<file path="src/rtl/dmem_arb_pkg.sv">
// dmem_arb_pkg: shared types and constants for the data-memory arbiter
package dmem_arb_pkg;

    typedef enum logic [1:0] {
        IDLE   = 2'd0,
        CPU_RD = 2'd1,
        EXT_RD = 2'd2
    } state_t;

    localparam logic [2:0] LB  = 3'b000;
    localparam logic [2:0] LH  = 3'b001;
    localparam logic [2:0] LW  = 3'b010;
    localparam logic [2:0] LBU = 3'b100;
    localparam logic [2:0] LHU = 3'b101;
    localparam logic [2:0] SB  = 3'b000;
    localparam logic [2:0] SH  = 3'b001;
    localparam logic [2:0] SW  = 3'b010;

    localparam int LANE_W = 4;

endpackage

</file>
<file path="src/rtl/dmem_lane_fmt.sv">
// dmem_lane_fmt: store lane/data generation, alignment check and load extraction
module dmem_lane_fmt
    import dmem_arb_pkg::*;
(
    input  logic [2:0]        st_funct3,
    input  logic [1:0]        st_off,
    input  logic [31:0]       st_data,
    output logic [LANE_W-1:0] st_lanes,
    output logic [31:0]       st_wdata,
    output logic              misaligned,
    input  logic [2:0]        ld_funct3,
    input  logic [1:0]        ld_off,
    input  logic [31:0]       ld_raw,
    output logic [31:0]       ld_data
);

    logic [31:0] shifted;
    logic [7:0]  byte_sel;
    logic [15:0] half_sel;
    logic        sign_b;
    logic        sign_h;

    // store side: byte/half data is replicated so each enabled lane sees its own copy
    always_comb begin
        st_lanes   = '0;
        st_wdata   = st_data;
        misaligned = 1'b0;
        case (st_funct3[1:0])
            SB[1:0]: begin
                st_lanes = 4'b0001 << st_off;
                st_wdata = {4{st_data[7:0]}};
            end
            SH[1:0]: begin
                st_lanes   = st_off[1] ? 4'b1100 : 4'b0011;
                st_wdata   = {2{st_data[15:0]}};
                misaligned = st_off[0];
            end
            default: begin
                st_lanes   = 4'hF;
                misaligned = |st_off;
            end
        endcase
    end

    // load side: pick the addressed byte/half and extend unless the unsigned variant
    always_comb begin
        shifted  = ld_raw >> {ld_off, 3'b000};
        byte_sel = shifted[7:0];
        half_sel = ld_off[1] ? ld_raw[31:16] : ld_raw[15:0];
        sign_b   = ~ld_funct3[2] & byte_sel[7];
        sign_h   = ~ld_funct3[2] & half_sel[15];
        ld_data  = (ld_funct3[1:0] == LB[1:0]) ? {{24{sign_b}}, byte_sel} :
                   (ld_funct3[1:0] == LH[1:0]) ? {{16{sign_h}}, half_sel} : ld_raw;
    end

endmodule

</file>
<file path="src/rtl/dmem_arbiter.sv">
// dmem_arbiter: single-port data SRAM sequencer, CPU vs external port; ext port enabled by DMEM_ARB_EXT_EN
module dmem_arbiter
    import dmem_arb_pkg::*;
#(
    parameter int ADDR_W         = 12,
    parameter int EXT_STARVE_MAX = 8
) (
    input  logic              clk,
    input  logic              reset,
    input  logic              cpu_req,
    input  logic              cpu_we,
    input  logic [2:0]        cpu_funct3,
    input  logic [31:0]       cpu_addr,
    input  logic [31:0]       cpu_wdata,
    output logic              cpu_stall,
    output logic [31:0]       cpu_rdata,
    output logic              cpu_rvalid,
    output logic              cpu_misaligned,
    input  logic              ext_req,
    input  logic              ext_we,
    input  logic [31:0]       ext_addr,
    input  logic [31:0]       ext_wdata,
    output logic              ext_gnt,
    output logic [31:0]       ext_rdata,
    output logic              ext_rvalid,
    output logic              mem_en,
    output logic [3:0]        mem_we,
    output logic [ADDR_W-1:0] mem_addr,
    output logic [31:0]       mem_wdata,
    input  logic [31:0]       mem_rdata
);

    state_t            state;
    state_t            state_nx;
    logic [2:0]        ld_funct3;
    logic [1:0]        ld_off;
    logic [LANE_W-1:0] st_lanes;
    logic [31:0]       st_wdata;
    logic [31:0]       ld_data;
    logic              mis;
    logic              cpu_ok;
    logic              ext_win;
    logic              ext_go;
    logic              ext_done;
    logic              unused_addr;

    dmem_lane_fmt u_fmt (
        .st_funct3 (cpu_funct3),
        .st_off    (cpu_addr[1:0]),
        .st_data   (cpu_wdata),
        .st_lanes  (st_lanes),
        .st_wdata  (st_wdata),
        .misaligned(mis),
        .ld_funct3 (ld_funct3),
        .ld_off    (ld_off),
        .ld_raw    (mem_rdata),
        .ld_data   (ld_data)
    );

    assign cpu_misaligned = cpu_req & mis;
    assign cpu_ok         = cpu_req & ~mis;
    assign unused_addr    = ^cpu_addr[31:ADDR_W+2];

`ifdef DMEM_ARB_EXT_EN
    localparam int CNT_W = $clog2(EXT_STARVE_MAX + 2);
    localparam logic [CNT_W-1:0] STARVE_MAX = CNT_W'(EXT_STARVE_MAX);

    logic [CNT_W-1:0] starve_cnt;
    logic             unused_ext;

    assign ext_win    = ext_req & ((starve_cnt == STARVE_MAX) | ~cpu_ok);
    assign ext_gnt    = ext_go;
    assign ext_rvalid = ext_done;
    assign ext_rdata  = ext_done ? mem_rdata : '0;
    assign unused_ext = ^{ext_addr[31:ADDR_W+2], ext_addr[1:0]};

    // count consecutive blocked ext cycles; a grant or a dropped request clears it
    always_ff @(posedge clk) begin
        if (reset || !ext_req || ext_go) starve_cnt <= '0;
        else if (starve_cnt != STARVE_MAX) starve_cnt <= starve_cnt + 1'b1;
    end
`else
    logic unused_ext;

    assign ext_win    = 1'b0;
    assign ext_gnt    = 1'b0;
    assign ext_rvalid = 1'b0;
    assign ext_rdata  = '0;
    assign unused_ext = ^{ext_go, ext_done, ext_req, ext_we, ext_addr, ext_wdata};
`endif

    // state register; load size/offset captured at issue for formatting the return
    always_ff @(posedge clk) begin
        if (reset) begin
            state     <= IDLE;
            ld_funct3 <= '0;
            ld_off    <= '0;
        end else begin
            state <= state_nx;
            if (state_nx == CPU_RD) begin
                ld_funct3 <= cpu_funct3;
                ld_off    <= cpu_addr[1:0];
            end
        end
    end

    // slot grant, SRAM command and pipeline handshake; everything quiet while in reset
    always_comb begin
        state_nx   = state;
        mem_en     = 1'b0;
        mem_we     = '0;
        mem_addr   = '0;
        mem_wdata  = '0;
        cpu_stall  = 1'b0;
        cpu_rvalid = 1'b0;
        cpu_rdata  = '0;
        ext_go     = 1'b0;
        ext_done   = 1'b0;
        if (!reset) begin
            case (state)
                IDLE: begin
                    if (ext_win) begin
                        ext_go    = 1'b1;
                        mem_en    = 1'b1;
                        mem_we    = ext_we ? 4'hF : 4'h0;
                        mem_addr  = ext_addr[ADDR_W+1:2];
                        mem_wdata = ext_wdata;
                        cpu_stall = cpu_ok;
                        state_nx  = ext_we ? IDLE : EXT_RD;
                    end else if (cpu_ok) begin
                        mem_en    = 1'b1;
                        mem_we    = cpu_we ? st_lanes : 4'h0;
                        mem_addr  = cpu_addr[ADDR_W+1:2];
                        mem_wdata = cpu_we ? st_wdata : '0;
                        cpu_stall = ~cpu_we;
                        state_nx  = cpu_we ? IDLE : CPU_RD;
                    end
                end
                CPU_RD: begin
                    cpu_rvalid = 1'b1;
                    cpu_rdata  = ld_data;
                    state_nx   = IDLE;
                end
                default: begin
                    ext_done  = 1'b1;
                    cpu_stall = cpu_ok;
                    state_nx  = IDLE;
                end
            endcase
        end
    end

endmodule
</file>
<file path="config.mk">
export PLATFORM = sky130hd
export DESIGN_NAME = dmem_arbiter
export DESIGN_NICKNAME = d
export VERILOG_FILES = /design/src/rtl/dmem_arb_pkg.sv /design/src/rtl/dmem_lane_fmt.sv /design/src/rtl/dmem_arbiter.sv
export SDC_FILE = /design/constraint.sdc
export NUM_CORES = 1
export LEC_CHECK = 0
export CAP_MARGIN = 20
export CORE_AREA = 2 2 110 112
export CTS_CLUSTER_SIZE = 12
export DETAILED_ROUTE_END_ITERATION = 6
export DIE_AREA = 0 0 112 114
export PLACE_DENSITY = 0.69
export SLEW_MARGIN = 10
export SYNTH_ARGS = -nofsm -noshare
export SYNTH_HDL_FRONTEND = slang
export SYNTH_HIERARCHICAL = 1
export SYNTH_SLANG_ARGS = --single-unit
</file>
<file path="constraint.sdc">
create_clock -name clk -period 3 [get_ports clk]
set_input_delay 0.45 -clock clk [delete_from_list [all_inputs] [get_ports clk]]
set_output_delay 0.45 -clock clk [all_outputs]
set_load 0.1 [all_outputs]
</file>
[Yosys cells after proc, flatten, opt, wreduce, memory -nomap -nowiden]
Index checks and enable logic that the tools add are counted.
Operators by class
  eq/ne operators: 4
  shifts and indexed selects: 2
  muxes and demuxes: 32
  bitwise logic cells: 7
  reduce and logical (&&, ||, !) cells: 4
Operator list (count)
  two-way mux 32 bit: 8
  one-hot mux 32 bit (2 select lines): 1
  two-way mux 12 bit: 3
  right shift 32 x 5 -> 8 bit: 1
  two-way mux 4 bit: 5
  two-way mux 16 bit: 1
  == test 2 x 1 -> 1 bit (second input constant): 4
  two-way mux 1 bit: 8
  one-hot mux 4 bit (2 select lines): 1
  zero test 2 bit: 3
  two-way mux 2 bit: 3
  bitwise AND 1 bit: 4
  one-hot mux 1 bit (2 select lines): 2
  << shifter 1 x 2 -> 4 bit (first input constant): 1
  inverter 1 bit: 3
  OR reduction 2 bit: 1
Word-level totals
  flip-flop bits (word level): 7
  bits of input ports: 169
  output and inout port bits: 118
  word-level logic and storage cells: 52

[Longest topological paths before layout]
  depth in word-level cells: 8
  depth in mapped cells: 7
  mapped depth without buffers: 5

[Hierarchy]
Netlist, hierarchy kept.
Modules (own cells, without submodules)
  dmem_lane_fmt: instances 1, cells each 195, area an instance 1351.3 um^2, seq. area each 0.0 um^2
  dmem_arbiter: instances 1, cells each 155, area an instance 1164.9 um^2, seq. area each 140.1 um^2

[Worst setup path after synthesis]
No wires, ideal clock.
  path kind: input-to-output
  from: input cpu_funct3[0]
  to: output cpu_stall
  arrival: 3.972 ns
  data required time: 2.550 ns
  path slack: -1.422 ns
  stages on the path: 4
  path buffers: 1
  cells stage by stage: buf_2 a21oi_1 nor2_1 nor4b_1
On the way
  cells in the longest elaborated chain, start to end: 7
  elaborated cells on any way between the ends: 8
  classes of those cells: eq/ne (1); mux (4); bitwise (2); reduce/logical (1)
Ends and longest elaborated chain
  start: declaration: RTL line dmem_arbiter.sv:12  | input logic [2:0] cpu_funct3,
  == test 2 x 1 -> 1 bit or zero test 2 bit (tied branches): RTL line dmem_lane_fmt.sv:28  | case (st_funct3[1:0])
  one-hot mux 1 bit (2 select lines) (*): RTL line dmem_lane_fmt.sv:28
  via mis: RTL line dmem_arbiter.sv:40  | logic mis;
  inverter 1 bit (*): RTL line dmem_arbiter.sv:61  | assign cpu_ok = cpu_req & ~mis;
  bitwise AND 1 bit (*): RTL line dmem_arbiter.sv:61
  two-way mux 1 bit: RTL line dmem_arbiter.sv:130  | end else if (cpu_ok) begin
  one-hot mux 1 bit (2 select lines) (*): RTL line dmem_arbiter.sv:120  | case (state)
  two-way mux 1 bit (*): RTL line dmem_arbiter.sv:119  | if (!reset) begin
  end: declaration: RTL line dmem_arbiter.sv:15  | output logic cpu_stall,
Mark *: on every way through the listed nets, which the timed path passes. The rest lies on a longest branch.

[Worst setup path after layout]
  from: input cpu_addr[0]
  to: output mem_wdata[25]
On the way
  cells in the longest elaborated chain, start to end: 7
Ends and longest elaborated chain
  start: declaration: RTL line dmem_arbiter.sv:13  | input logic [31:0] cpu_addr,
  OR reduction 2 bit: RTL line dmem_lane_fmt.sv:40  | misaligned = |st_off;
  one-hot mux 1 bit (2 select lines) (*): RTL line dmem_lane_fmt.sv:28
  via mis: RTL line dmem_arbiter.sv:40
  inverter 1 bit (*): RTL line dmem_arbiter.sv:61
  bitwise AND 1 bit (*): RTL line dmem_arbiter.sv:61
  two-way mux 32 bit (*): RTL line dmem_arbiter.sv:130
  two-way mux 32 bit (*): RTL line dmem_arbiter.sv:120
  two-way mux 32 bit (*): RTL line dmem_arbiter.sv:119
  end: declaration: RTL line dmem_arbiter.sv:29  | output logic [31:0] mem_wdata,
Marks and branches as above.

==> impl_metrics.csv <==
group,metric,value,unit
hold_path,hold_class,"reg -> reg",
setup_path,rr_startpoint,"state[0]",
setup_path,end_kind,"output port",
finish,fin_cells,651,
hold_path,hold_path.startpoint,"ld_funct3[2]",
setup_path,critical_path_class,"in -> out",
grt,track_usage,0.131,
clock_network,cts_made_buffers,3,
setup_path,critPathMaxStageDelay,0.44,ns
setup_path,rr_worst_depth,3,
sta,worstMarginPinSlew,0.750,ns
sta,finalWorstSetupSlack,0.0810,ns
power_and_ir_drop,p_switching,461,uW
setup_path,arrival,2.47,ns
power_and_ir_drop,pwr-share-clk,0.233,
sta,drv_slew,0,
clock_network,cts.path.max_buffers,2,
finish,area_delta_synth_final,106,%
drt,drt_wl_total,9010,um
synth,yosysUniqueCellTypes,38,
finish,drive_gt1_frac,0.345,
sta,rsz0062_at_grt,"no",
placed_design,dp_cells,645,
synth,synth-seq-cells,7,
sta,finalHoldViolations,0,
clock_network,root_buffer,"clkbuf_16",
placed_design,hpwl,7210,um
drt,vias,2943,
sta,period_needed,2.92,ns
hold_path,min_to,"ld_funct3[2]",
floorplanning,fp.dieW,112,um
synth,seq_area_frac_synth,0.0557,
power_and_ir_drop,intPower,508,uW
drt,detail_route.first_pass.iterations,5,
clock_network,clk_pin_slew,0.04,ns
floorplanning,coreArea,0.0117,sq mm
drt,wl_per_cell,13.8,um
setup_path,cp_cell_sequence,"clkdlybuf4s50_1, a21oi_1, nor2_1, or3b_4, nor4b_4, buf_4, clkbuf_16, and2_2, buf_12",
setup_path,crit_path_max_fanout,18,
synth,syn_area,0.00252,sq mm
setup_path,worstPathRequired,2.55,ns
drt,first_iter_violations,180,
sta,max_slew_margin,0.498,
floorplanning,dieArea,0.0128,sq mm
clock_network,clock_sinks,7,
finish,diodes,0,
grt,grt_pass1_vias,2839,
power_and_ir_drop,pwr-share-seq,0.103,
finish,final_common_cell,"buf_12",
power_and_ir_drop,cellLeakagePower,2.14,nW
flow_run,cap_viol_max_count,0,
floorplanning,initial_core_util,0.215,
power_and_ir_drop,p_per_area,187,mW/mm^2
floorplanning,die-height,114,um
synth,syn_inst,350,
placed_design,portBuffers,168,
power_and_ir_drop,combPwrFrac,0.664,
power_and_ir_drop,switching_share,0.476,
power_and_ir_drop,irDropWorstVdd,0.129,mV
grt,grt_max_degree,45,
synth,synth_warnings,6,
hold_path,hold_path_depth,2,
synth,syn_avg_cell_area,7.19,sq um
sta,fin_crit_sh,0.973,
sta,finClkSkew,0.000156,ns
grt,grt_pass1_wl,13800,um
sta,timing.fmax,0.343,GHz
sta,fin_tns_setup,0,ns
finish,num-nets-final,674,
setup_path,start_kind,"input port",
clock_network,htree_levels,1,
grt,overflow,0,
sta,finalSetupViolations,0,
clock_network,cts_tree,"built",
drt,drc,0,
outcome,outcome,"finished, final reports clean",
drt,vias_per_cell,4.52,
clock_network,worstSkewPairLatency,0.23,ns
finish,post-route-util,0.443,
setup_path,cp_slowest_cell,"clkdlybuf4s50_1",
setup_path,rrSetupSlack,1.53,ns
floorplanning,rows,40,
finish,layout_common_cells,"85 x buf_12, 84 x clkdlybuf4s50_1, 37 x and2_2",
drt,ant_nets,0,
placed_design,gp_congestion,0.784,
setup_path,timing.rr.end,"ld_funct3[1]",
grt,antenna_found_initial,0,
placed_design,pre_cts_ws,0.0764,ns
floorplanning,ios,287,
synthesized netlist by cell type (all sizes together):
master | number | area share
mux4 | 8 | 0.082
a211oi | 7 | 0.021
dfxtp | 7 | 0.056
nand2 | 34 | 0.051
a21o | 2 | 0.0060
or3b | 1 | 0.0045
nand2b | 12 | 0.030
nor2b | 14 | 0.035
conb | 1 | 0.0015
nor3 | 2 | 0.0060
a21oi | 2 | 0.0040
mux2i | 13 | 0.052
nor3b | 1 | 0.0030
o211ai | 1 | 0.0030
mux2 | 17 | 0.076
nor2 | 14 | 0.021
clkbuf | 19 | 0.030
and3b | 7 | 0.024
nand3b | 1 | 0.0045
and2 | 81 | 0.21
buf | 50 | 0.15
nor4 | 1 | 0.0025
or2 | 1 | 0.0025
o21bai | 2 | 0.0060
o22a | 2 | 0.0070
o21ai | 15 | 0.030
o22ai | 7 | 0.017
inv | 2 | 0.0030
nor4b | 2 | 0.013
nand3 | 24 | 0.048
worst max-delay path by stage:
stage | start | to | slack [ns] | cells after the start
finish | cpu_addr[0] | mem_wdata[25] | 0.08 | 9
global route | cpu_addr[0] | mem_wdata[15] | 0.006 | 9
CTS | cpu_addr[0] | mem_wdata[2] | 0.06 | 8
detailed placement | cpu_addr[0] | mem_wdata[2] | 0.08 | 8
global placement | cpu_addr[0] | mem_wdata[20] | 0.06 | 8
floorplan | cpu_funct3[0] | cpu_stall | -0.02 | 4
final cells by class:
type                    instances  area (sq um)
well taps                     147           184
repair buffers                185          2680
flip-flops and latches          7           140
clock buffers                   4          78.8
inverters                       2          7.51
fillers                      1115          6520
multi-input cells             306          2100
worst max-delay path: cells and delay by family:
family / cells / cell delay (ns)
AO/OA/AOI/OAI: 1 / 0.16
buffers and inverters: 4 / 0.96
AND/OR/NAND/NOR: 4 / 0.89
flip-flops by register name, summed over array words and instances, names as in the netlist:
register and count:
ld_funct3 3, ld_off 2, state 2
per-layer routing:
layer / routed length [um] / global-route usage / vias to the layer above
li1: - / - / 1419
met1: 3550 / 0.151 / 1366
met2: 4410 / 0.237 / 148
met3: 914 / 0.0383 / 10
met4: 144 / 0.0341 / 0
met5: 0 / 0 / -
power by group through the flow:
stage | registers [mW] | clock network (mW) | logic (mW)
detailed placement | 0.101 | 0 | 0.640
finish | 0.0994 | 0.226 | 0.644
global route | 0.0998 | 0.238 | 0.678
CTS | 0.0995 | 0.229 | 0.642
global placement | 0.101 | 0 | 0.633
floorplan | 0.100 | 0 | 0.464
cell families (layout without fill, tap and decap cells):
family | Yosys count | count (layout) | share of synthesized area
and+or+nand+nor | 195 | 195 | 0.458
buffers and inverters | 71 | 191 | 0.181
AOI/OAI and AO/OA | 38 | 38 | 0.0940
muxes | 38 | 38 | 0.210
DFF | 7 | 7 | 0.0557
other | 1 | 35 | 0.00149
metrics by stage:
| stage | instance area (sq um) | power [mW] | hold slack [ns] |
|---|---|---|---|
| after floorplan | 2690 | 0.565 | 0.449 |
| after global placement | 5070 | 0.734 | 0.477 |
| after detailed placement | 5070 | 0.741 | 0.473 |
| after CTS | 5150 | 0.970 | 0.483 |
| after global routing | 5190 | 1.02 | 0.500 |
| final | 5190 | 0.969 | 0.474 |
timing repair:
item | CTS | global route
endpoints found under the setup margin | 0 | 37
buffers inserted | 0 | 1
gates resized for setup | 0 | 1
hold buffers | 0 | 0
Power figures use the tool's default switching activity.
